<file path="config.mk">
export PLATFORM = sky130hd
export DESIGN_NAME = riscv_mem_arbiter
export DESIGN_NICKNAME = d
export VERILOG_FILES = /design/src/rtl/riscv_mem_arbiter.sv
export SDC_FILE = /design/constraint.sdc
export NUM_CORES = 1
export LEC_CHECK = 0
export ABC_AREA = 1
export CORE_AREA = 4 4 330 332
export CTS_CLUSTER_DIAMETER = 50
export DETAILED_ROUTE_END_ITERATION = 12
export DIE_AREA = 0 0 334 336
export PLACE_DENSITY = 0.46
export SYNTH_ARGS = -nofsm -noshare
export SYNTH_HDL_FRONTEND = slang
export SYNTH_SLANG_ARGS = --single-unit
export TNS_END_PERCENT = 20
</file>
<file path="constraint.sdc">
create_clock -name i_riscv_arb_clk -period 4 [get_ports i_riscv_arb_clk]
set_clock_uncertainty 0.1 [all_clocks]
set_input_delay 1.2 -clock i_riscv_arb_clk [delete_from_list [all_inputs] [get_ports i_riscv_arb_clk]]
set_output_delay 1.2 -clock i_riscv_arb_clk [all_outputs]
set_load 0.1 [all_outputs]
</file>
<file path="src/rtl/riscv_mem_arbiter.sv">
// ---------------------------------------------------------------------------
// riscv_mem_arbiter
//   Shares one main-memory line port between the instruction cache (refill
//   reads) and the data cache (refill reads and writebacks). Round-robin
//   arbitration with a single outstanding memory transaction. A cycle counter
//   abandons a transaction that the memory never acknowledges, so a dead
//   memory port cannot hang the core.
//
// Ports
//   i_riscv_arb_clk / i_riscv_arb_rst : clock, synchronous active-high reset
//   i_riscv_arb_ic_*  : icache request (level), line address
//   o_riscv_arb_ic_*  : icache one-cycle ack pulse and line data
//   i_riscv_arb_dc_*  : dcache request (level), wr (1=writeback), addr, wdata
//   o_riscv_arb_dc_*  : dcache one-cycle ack pulse and line data
//   o_riscv_arb_mem_* : memory request (held until ack), wr, addr, wdata
//   i_riscv_arb_mem_* : memory one-cycle ack pulse and read data
//   o_riscv_arb_timeout : sticky flag, set when a transaction timed out
// All outputs are registered.
// ---------------------------------------------------------------------------
module riscv_mem_arbiter #(
    parameter int ADDR_W  = 64,
    parameter int LINE_W  = 128,
    parameter int TIMEOUT = 255
) (
    input  logic              i_riscv_arb_clk,
    input  logic              i_riscv_arb_rst,
    input  logic              i_riscv_arb_ic_req,
    input  logic [ADDR_W-1:0] i_riscv_arb_ic_addr,
    output logic              o_riscv_arb_ic_ack,
    output logic [LINE_W-1:0] o_riscv_arb_ic_rdata,
    input  logic              i_riscv_arb_dc_req,
    input  logic              i_riscv_arb_dc_wr,
    input  logic [ADDR_W-1:0] i_riscv_arb_dc_addr,
    input  logic [LINE_W-1:0] i_riscv_arb_dc_wdata,
    output logic              o_riscv_arb_dc_ack,
    output logic [LINE_W-1:0] o_riscv_arb_dc_rdata,
    output logic              o_riscv_arb_mem_req,
    output logic              o_riscv_arb_mem_wr,
    output logic [ADDR_W-1:0] o_riscv_arb_mem_addr,
    output logic [LINE_W-1:0] o_riscv_arb_mem_wdata,
    input  logic              i_riscv_arb_mem_ack,
    input  logic [LINE_W-1:0] i_riscv_arb_mem_rdata,
    output logic              o_riscv_arb_timeout
);

    typedef enum logic [1:0] {IDLE, BUSY, RESP, GAP} state_t;

    localparam logic [7:0] TIMEOUT_CNT = 8'(TIMEOUT);

    state_t              state_reg, state_next;
    logic                last_dc_reg, last_dc_next;   // 1 = DC had the last grant
    logic                gnt_dc_reg, gnt_dc_next;     // owner of the current transaction
    logic [7:0]          cnt_reg, cnt_next;
    logic                mem_req_reg, mem_req_next;
    logic                mem_wr_reg, mem_wr_next;
    logic [ADDR_W-1:0]   mem_addr_reg, mem_addr_next;
    logic [LINE_W-1:0]   mem_wdata_reg, mem_wdata_next;
    logic                ic_ack_reg, ic_ack_next;
    logic [LINE_W-1:0]   ic_rdata_reg, ic_rdata_next;
    logic                dc_ack_reg, dc_ack_next;
    logic [LINE_W-1:0]   dc_rdata_reg, dc_rdata_next;
    logic                timeout_reg, timeout_next;

    logic                pick_dc;
    logic                finish;
    logic [LINE_W-1:0]   cap_rdata;

    always_comb begin
        state_next     = state_reg;
        last_dc_next   = last_dc_reg;
        gnt_dc_next    = gnt_dc_reg;
        cnt_next       = cnt_reg;
        mem_req_next   = mem_req_reg;
        mem_wr_next    = mem_wr_reg;
        mem_addr_next  = mem_addr_reg;
        mem_wdata_next = mem_wdata_reg;
        ic_ack_next    = 1'b0;
        ic_rdata_next  = ic_rdata_reg;
        dc_ack_next    = 1'b0;
        dc_rdata_next  = dc_rdata_reg;
        timeout_next   = timeout_reg;
        pick_dc        = 1'b0;
        finish         = 1'b0;
        cap_rdata      = '0;

        case (state_reg)
            IDLE: begin
                if (i_riscv_arb_ic_req || i_riscv_arb_dc_req) begin
                    // On a tie the requester that did not win last time goes first.
                    pick_dc        = i_riscv_arb_dc_req && (!i_riscv_arb_ic_req || !last_dc_reg);
                    gnt_dc_next    = pick_dc;
                    last_dc_next   = pick_dc;
                    cnt_next       = '0;
                    mem_req_next   = 1'b1;
                    mem_wr_next    = pick_dc && i_riscv_arb_dc_wr;
                    mem_addr_next  = pick_dc ? i_riscv_arb_dc_addr : i_riscv_arb_ic_addr;
                    mem_wdata_next = pick_dc ? i_riscv_arb_dc_wdata : '0;
                    state_next     = BUSY;
                end
            end
            BUSY: begin
                cnt_next = cnt_reg + 8'd1;
                if (i_riscv_arb_mem_ack) begin
                    finish    = 1'b1;
                    // A writeback returns no data.
                    cap_rdata = mem_wr_reg ? '0 : i_riscv_arb_mem_rdata;
                end else if (cnt_next == TIMEOUT_CNT) begin
                    // Memory never answered: complete the requester with zero data.
                    finish       = 1'b1;
                    timeout_next = 1'b1;
                end
                if (finish) begin
                    mem_req_next = 1'b0;
                    mem_wr_next  = 1'b0;
                    state_next   = RESP;
                    if (gnt_dc_reg) begin
                        dc_ack_next   = 1'b1;
                        dc_rdata_next = cap_rdata;
                    end else begin
                        ic_ack_next   = 1'b1;
                        ic_rdata_next = cap_rdata;
                    end
                end
            end
            // Ack pulse is visible during RESP; GAP gives the requester time
            // to drop its request before IDLE samples again.
            RESP:    state_next = GAP;
            GAP:     state_next = IDLE;
            default: state_next = IDLE;
        endcase
    end

    always_ff @(posedge i_riscv_arb_clk) begin
        if (i_riscv_arb_rst) begin
            state_reg     <= IDLE;
            last_dc_reg   <= 1'b0;
            gnt_dc_reg    <= 1'b0;
            cnt_reg       <= '0;
            mem_req_reg   <= 1'b0;
            mem_wr_reg    <= 1'b0;
            mem_addr_reg  <= '0;
            mem_wdata_reg <= '0;
            ic_ack_reg    <= 1'b0;
            ic_rdata_reg  <= '0;
            dc_ack_reg    <= 1'b0;
            dc_rdata_reg  <= '0;
            timeout_reg   <= 1'b0;
        end else begin
            state_reg     <= state_next;
            last_dc_reg   <= last_dc_next;
            gnt_dc_reg    <= gnt_dc_next;
            cnt_reg       <= cnt_next;
            mem_req_reg   <= mem_req_next;
            mem_wr_reg    <= mem_wr_next;
            mem_addr_reg  <= mem_addr_next;
            mem_wdata_reg <= mem_wdata_next;
            ic_ack_reg    <= ic_ack_next;
            ic_rdata_reg  <= ic_rdata_next;
            dc_ack_reg    <= dc_ack_next;
            dc_rdata_reg  <= dc_rdata_next;
            timeout_reg   <= timeout_next;
        end
    end

    assign o_riscv_arb_ic_ack    = ic_ack_reg;
    assign o_riscv_arb_ic_rdata  = ic_rdata_reg;
    assign o_riscv_arb_dc_ack    = dc_ack_reg;
    assign o_riscv_arb_dc_rdata  = dc_rdata_reg;
    assign o_riscv_arb_mem_req   = mem_req_reg;
    assign o_riscv_arb_mem_wr    = mem_wr_reg;
    assign o_riscv_arb_mem_addr  = mem_addr_reg;
    assign o_riscv_arb_mem_wdata = mem_wdata_reg;
    assign o_riscv_arb_timeout   = timeout_reg;

endmodule

</file>
==> results_dict.tcl, run 1 <==
set metrics [dict create \
    cts_resized 0 \
    crit_arrival_ns 2.13 \
    drc 0 \
    grtUsageTotal_pct 17.3 \
    die_h_um 336 \
    fmax_ghz 0.291 \
    worstHoldPathCells 2 \
    grt_pass1_vias 20100 \
    power.density_nw_per_um2 799 \
    seq_area_frac_synth_pct 46.6 \
    crit_required_ns 2.70 \
    syn_area_per_cell_um2 6.58 \
    syn_to_final_growth_pct 60.5 \
    finalSetupTns_ns 0 \
    place_ws_ns 0.739 \
    wl_per_cell_um 19.4 \
    synth_edf_count 0 \
    worst_path_max_delay_cell "clkdlybuf4s50_1" \
    vdd_drop_max_mv 0.351 \
    ios 843 \
    clk-insertion-delay-late_ns 0.64 \
    die_area_um2 112000 \
    dp.final_hpwl_mm 75.7 \
    drive_above_1_share_pct 15.5 \
    die_w_um 334 \
    dp.cells 5108 \
    hold_violations 0 \
    fill_cells 11700 \
    slew_violations 0 \
    h-tree-depth 3 \
    postCtsSetupRepairBufs 0 \
    synth.most_common_cell "nand2_1" \
    synthCells 3032 \
    layout_min_cycle_time_ns 3.43 \
    drv_cap 0 \
    place_congestion 0.796 \
    yosys_warnings 0 \
    critPathKind "flip-flop to output pin" \
    grt-ovfl-total 0 \
    reg2reg_depth 11 \
    rows 120 \
    fin_ws_ns 0.566 \
    rsz0062_at_grt "no" \
    numCtsBuffers 83 \
    cts_sinks 464 \
    cts.clk_slew.worst_paths_ns 0.06 \
    critPathBufInv 1 \
    yosysTopAreaCellShare_pct 46.6 \
    fin_crit_sh_pct 85.9 \
    synth_async_sr_flop_share_pct 0 \
    hp-class "flip-flop to flip-flop" \
    coreArea_um2 106000 \
    cts_buffer_depth 3 \
    grt_start_max_net_pins 142 \
    path_cells "clkdlybuf4s50_1" \
    ys_seq_elements 464 \
    num_vias 21100 \
    synth_area_um2 20000 \
    tightest_slew_ns 0.994 \
    drtIter0Drc 1066 \
    vias_per_cell 4.01 \
    hold_buffers 0 \
    synth_fp_nets 3428 \
    worst_hold_slack_ns 0.359 \
    status "complete, no violations" \
    start_util_pct 18.8 \
    antenna_found_initial 28 \
    drtAntennaViolNets 0 \
    finalSetupViolations 0 \
    cts_tree "built" \
    instances_no_fill 5267 \
    final_nets 4186 \
    maxSlewHeadroom_pct 33.5 \
    max_stage_delay_ns 1.14 \
    ys_top_cells_by_area "dfxtp_1 47%, nand2_1 17%, inv_1 8.7%, nor2_1 8.1%, nand4_1 3.6%" \
    critPathMaxFanout 2 \
    drt_wl_total_mm 102 \
    crit_family "buffers and inverters" \
    p_leak_nw 15.2 \
    first_pass_iters 4 \
    end_kind "output pin" \
    cts_root_buf "clkbuf_16" \
    start_kind "flip-flop" \
    synth_commonest_cells "914 x nand2_1, 464 x dfxtp_1, 461 x inv_1" \
    grt_pass1_wl_mm 144 \
    dominantRegCellSynth "dfxtp_1" \
    yosys.area.top_type "dfxtp_1" \
    cp.depth 1 \
    io_buffers 842 \
    ys_types 23 \
]
-- metrics by stage --
step / utilization, % / instance area, µm² / total power, mW
6_report: 30.1 / 32000 / 25.6
3_3_place_gp: 27.3 / 29000 / 18.1
3_5_place_dp: 27.3 / 29000 / 18.1
5_1_grt: 30.1 / 32000 / 26.8
2_1_floorplan: - / 20000 / 14.6
4_1_cts: 30.1 / 32000 / 26.0
-- area by class of cell --
cell class	instances	area [µm²]	share of cell area, %
sequential	464	9290	29.0
multi-input combinational	1888	8130	25.4
timing repair buffer	888	8030	25.1
clock buffer	102	2280	7.12
inverter	465	1760	5.50
tap	1403	1760	5.48
clock inverter	52	756	2.36
antenna	5	12.5	0.0391
-- cells by family after synthesis --
| kind of cell | after synthesis | synth area share, % |
|---|---|---|
| and+or+nand+nor | 1607 | 32.7 |
| buffers and inverters | 680 | 13.0 |
| DFF | 464 | 46.6 |
| AOI/OAI and AO/OA | 275 | 7.36 |
| adders and majority gates | 6 | 0.376 |
-- worst register-to-register path: stages, from the launching register on --
cell and delay (ns):
dfxtp_1 0.44, ha_1 0.27, nand3_1 0.14, o21bai_1 0.19, nand2_1 0.08, nor2_1 0.13, nand2_1 0.20, nand2_4 0.35
nand3_4 0.17, buf_12 0.22, nor2_1 0.40, nor2_1 0.06
-- final timing paths --
| kind | from | end | slack (ns) |
|---|---|---|---|
| setup / recovery | o_riscv_arb_ic_rdata[101]$_SDFFE_PP0P_ | o_riscv_arb_ic_rdata[101] | 0.57 |
| hold / removal | o_riscv_arb_mem_wdata[124]$_SDFFE_PP0P_ | o_riscv_arb_mem_wdata[124]$_SDFFE_PP0P_ | 0.36 |
| setup reg to reg | cnt_reg[0]$_SDFFE_PP0P_ | o_riscv_arb_ic_rdata[113]$_SDFFE_PP0P_ | 1.13 |
| hold reg to reg | o_riscv_arb_mem_wdata[124]$_SDFFE_PP0P_ | o_riscv_arb_mem_wdata[124]$_SDFFE_PP0P_ | 0.36 |
-- cell usage in the layout, fill, tap and decap left out, drive strengths merged, types with 3 or more instances in the layout --
cell type      count
clkdlybuf4s50    451
a31oi             64
nor3               3
a21oi            139
inv              475
ha                 6
nand4            116
clkbuf           102
clkinvlp           9
nor2             433
diode              5
buf              437
clkinv            20
o21ai             68
nand3            140
bufinv            13
nand2            915
dfxtp            464
-- metal layers --
metal	routed length, µm	global-route usage, %
met1	40700	20.0
met2	46200	28.0
met3	10700	7.62
met4	4340	7.34
met5	195	0
-- power by group --
group | switching [mW] | internal [mW] | leakage [nW]
clock | 2.76 | 4.96 | 1.46
sequential | 0.554 | 5.49 | 3.79
combinational | 9.36 | 2.46 | 9.94
Power figures use the tool's default switching activity.
==> inputs of run 2 (changes only) <==
CORE_AREA = 4 4 324 326   (was 4 4 330 332)
DIE_AREA = 0 0 328 330   (was 0 0 334 336)
DONT_BUFFER_PORTS = 1   (was default)
PLACE_DENSITY = 0.36   (was 0.46)
==> results_dict.tcl, run 2 (synthesis gave the netlist of run 1 again) <==
set metrics [dict create \
    cts.clk_slew.worst_paths_ns 0.06 \
    coreArea_um2 102000 \
    critPathMaxFanout 2 \
    crit_arrival_ns 1.76 \
    postPlaceCellArea_um2 21600 \
    drv_cap 0 \
    power.density_nw_per_um2 966 \
    rsz0062_at_grt "no" \
    end_kind "output pin" \
    reg2reg_depth 12 \
    antenna_found_initial 11 \
    cts_sinks 464 \
    die_h_um 330 \
    syn_to_final_growth_pct 23.1 \
    cts_root_buf "clkbuf_16" \
    drc 0 \
    status "complete, no violations" \
    min_to "state_reg[1]$_SDFFE_PP0P_" \
    critPathKind "flip-flop to output pin" \
    numCtsBuffers 83 \
    die_w_um 328 \
    final_cell_mix "913 x nand2_1, 463 x dfxtp_1, 459 x inv_1, 431 x nor2_1" \
    num_vias 18100 \
    finalSetupViolations 0 \
    cts_resized 0 \
    ios 843 \
    grt_start_max_net_pins 143 \
    hp-class "flip-flop to flip-flop" \
    vdd_drop_max_mv 0.512 \
    drive_above_1_share_pct 7.60 \
    fin_crit_sh_pct 76.5 \
    drtAntennaViolNets 0 \
    tightest_slew_ns 1.19 \
    worstHoldPathCells 2 \
    io_buffers 0 \
    finalInstanceArea_um2 24600 \
    grtUsageTotal_pct 15.9 \
    finalSetupTns_ns 0 \
    power.total_mw 23.7 \
    grt-ovfl-total 0 \
    vias_per_cell 4.10 \
    start_util_pct 19.6 \
    r2r_slack_ns 1.00 \
    hold_buffers 0 \
    rows 117 \
    grt_pass1_wl_mm 128 \
    grt_pass1_vias 17500 \
    hold_violations 0 \
    drt_wl_total_mm 91.2 \
    fill_cells 11500 \
    p_leak_nw 11.4 \
    fmax_ghz 0.327 \
    h-tree-depth 3 \
    final_common_cell "nand2_1" \
    first_pass_iters 5 \
    r2r-start "cnt_reg[0]$_SDFFE_PP0P_" \
    final_core_util_pct 24.1 \
    clk-insertion-delay-late_ns 0.63 \
    slew_violations 0 \
    hp-start "state_reg[1]$_SDFFE_PP0P_" \
    wl_per_cell_um 20.7 \
    die_area_um2 108000 \
    postCtsSetupRepairBufs 0 \
    maxSlewHeadroom_pct 20.5 \
    r2r_end "o_riscv_arb_ic_rdata[5]$_SDFFE_PP0P_" \
    cts_tree "built" \
    drtIter0Drc 963 \
    worst_hold_slack_ns 0.379 \
    dp.final_hpwl_mm 65.8 \
    crit_required_ns 2.70 \
    layout_min_cycle_time_ns 3.06 \
    cts_buffer_depth 3 \
    start_kind "flip-flop" \
    place_ws_ns 0.901 \
    instances_no_fill 4413 \
    dp.cells 4257 \
    place_congestion 0.804 \
    final_nets 3370 \
    fin_ws_ns 0.941 \
]
[run 2: cell types whose count changed in the layout (fill, tap and decap cells not counted), moves of 3 or more]
cell	delta
clkdlybuf4s50_1	-451
clkinv_2	+5
clkinv_4	-5
buf_12	-5
inv_6	+3
buf_4	-360
[run 2: how the worst max path moves through the flow]
| stage | startpoint | endpoint | slack [ns] | cells past startpoint |
|---|---|---|---|---|
| 6_report | o_riscv_arb_mem_wdata[83]$_SDFFE_PP0P_ | o_riscv_arb_mem_wdata[83] | 0.94 | 0 |
| 5_1_grt | cnt_reg[0]$_SDFFE_PP0P_ | o_riscv_arb_ic_rdata[116]$_SDFFE_PP0P_ | 0.57 | 12 |
| 4_1_cts | o_riscv_arb_mem_req$_SDFFE_PP0P_ | o_riscv_arb_mem_req | 0.88 | 0 |
| 3_5_place_dp | cnt_reg[0]$_SDFFE_PP0P_ | o_riscv_arb_ic_rdata[5]$_SDFFE_PP0P_ | 0.90 | 12 |
| 3_3_place_gp | i_riscv_arb_mem_ack | o_riscv_arb_ic_rdata[1]$_SDFFE_PP0P_ | 0.93 | 7 |
| 2_1_floorplan | i_riscv_arb_mem_ack | o_riscv_arb_ic_rdata[103]$_SDFFE_PP0P_ | 1.41 | 8 |
[run 2: final cells by class]
cell class,count,area (µm²),share of cell area [%]
multi-input cells,1888,8130,33.1
clock inverters,50,668,2.72
clock buffers,101,2280,9.27
flip-flops and latches,464,9290,37.8
diodes,5,12.5,0.0509
well taps,1368,1710,6.97
repair buffers,72,716,2.91
inverters,465,1760,7.17
[run 2: layer usage]
layer	track usage [%]	vias up	wire length [µm]
met1	17.2	8053	34700
met5	0	-	93
met2	26.8	683	43100
met4	6.03	12	3290
met3	7.89	151	10000
li1	-	9180	-
[run 2: tightest hold or removal path: stages (launching register included)]
cell and delay, ns:
dfxtp_1 0.32, nand2_1 0.06, a21oi_1 0.05
[run 2: report_power, final]
group	switching (mW)	leakage (nW)	internal, mW
Clock	2.67	1.43	4.86
Combinational	3.07	6.22	1.18
Sequential	6.46	3.79	5.48
Total	12.2	11.4	11.5
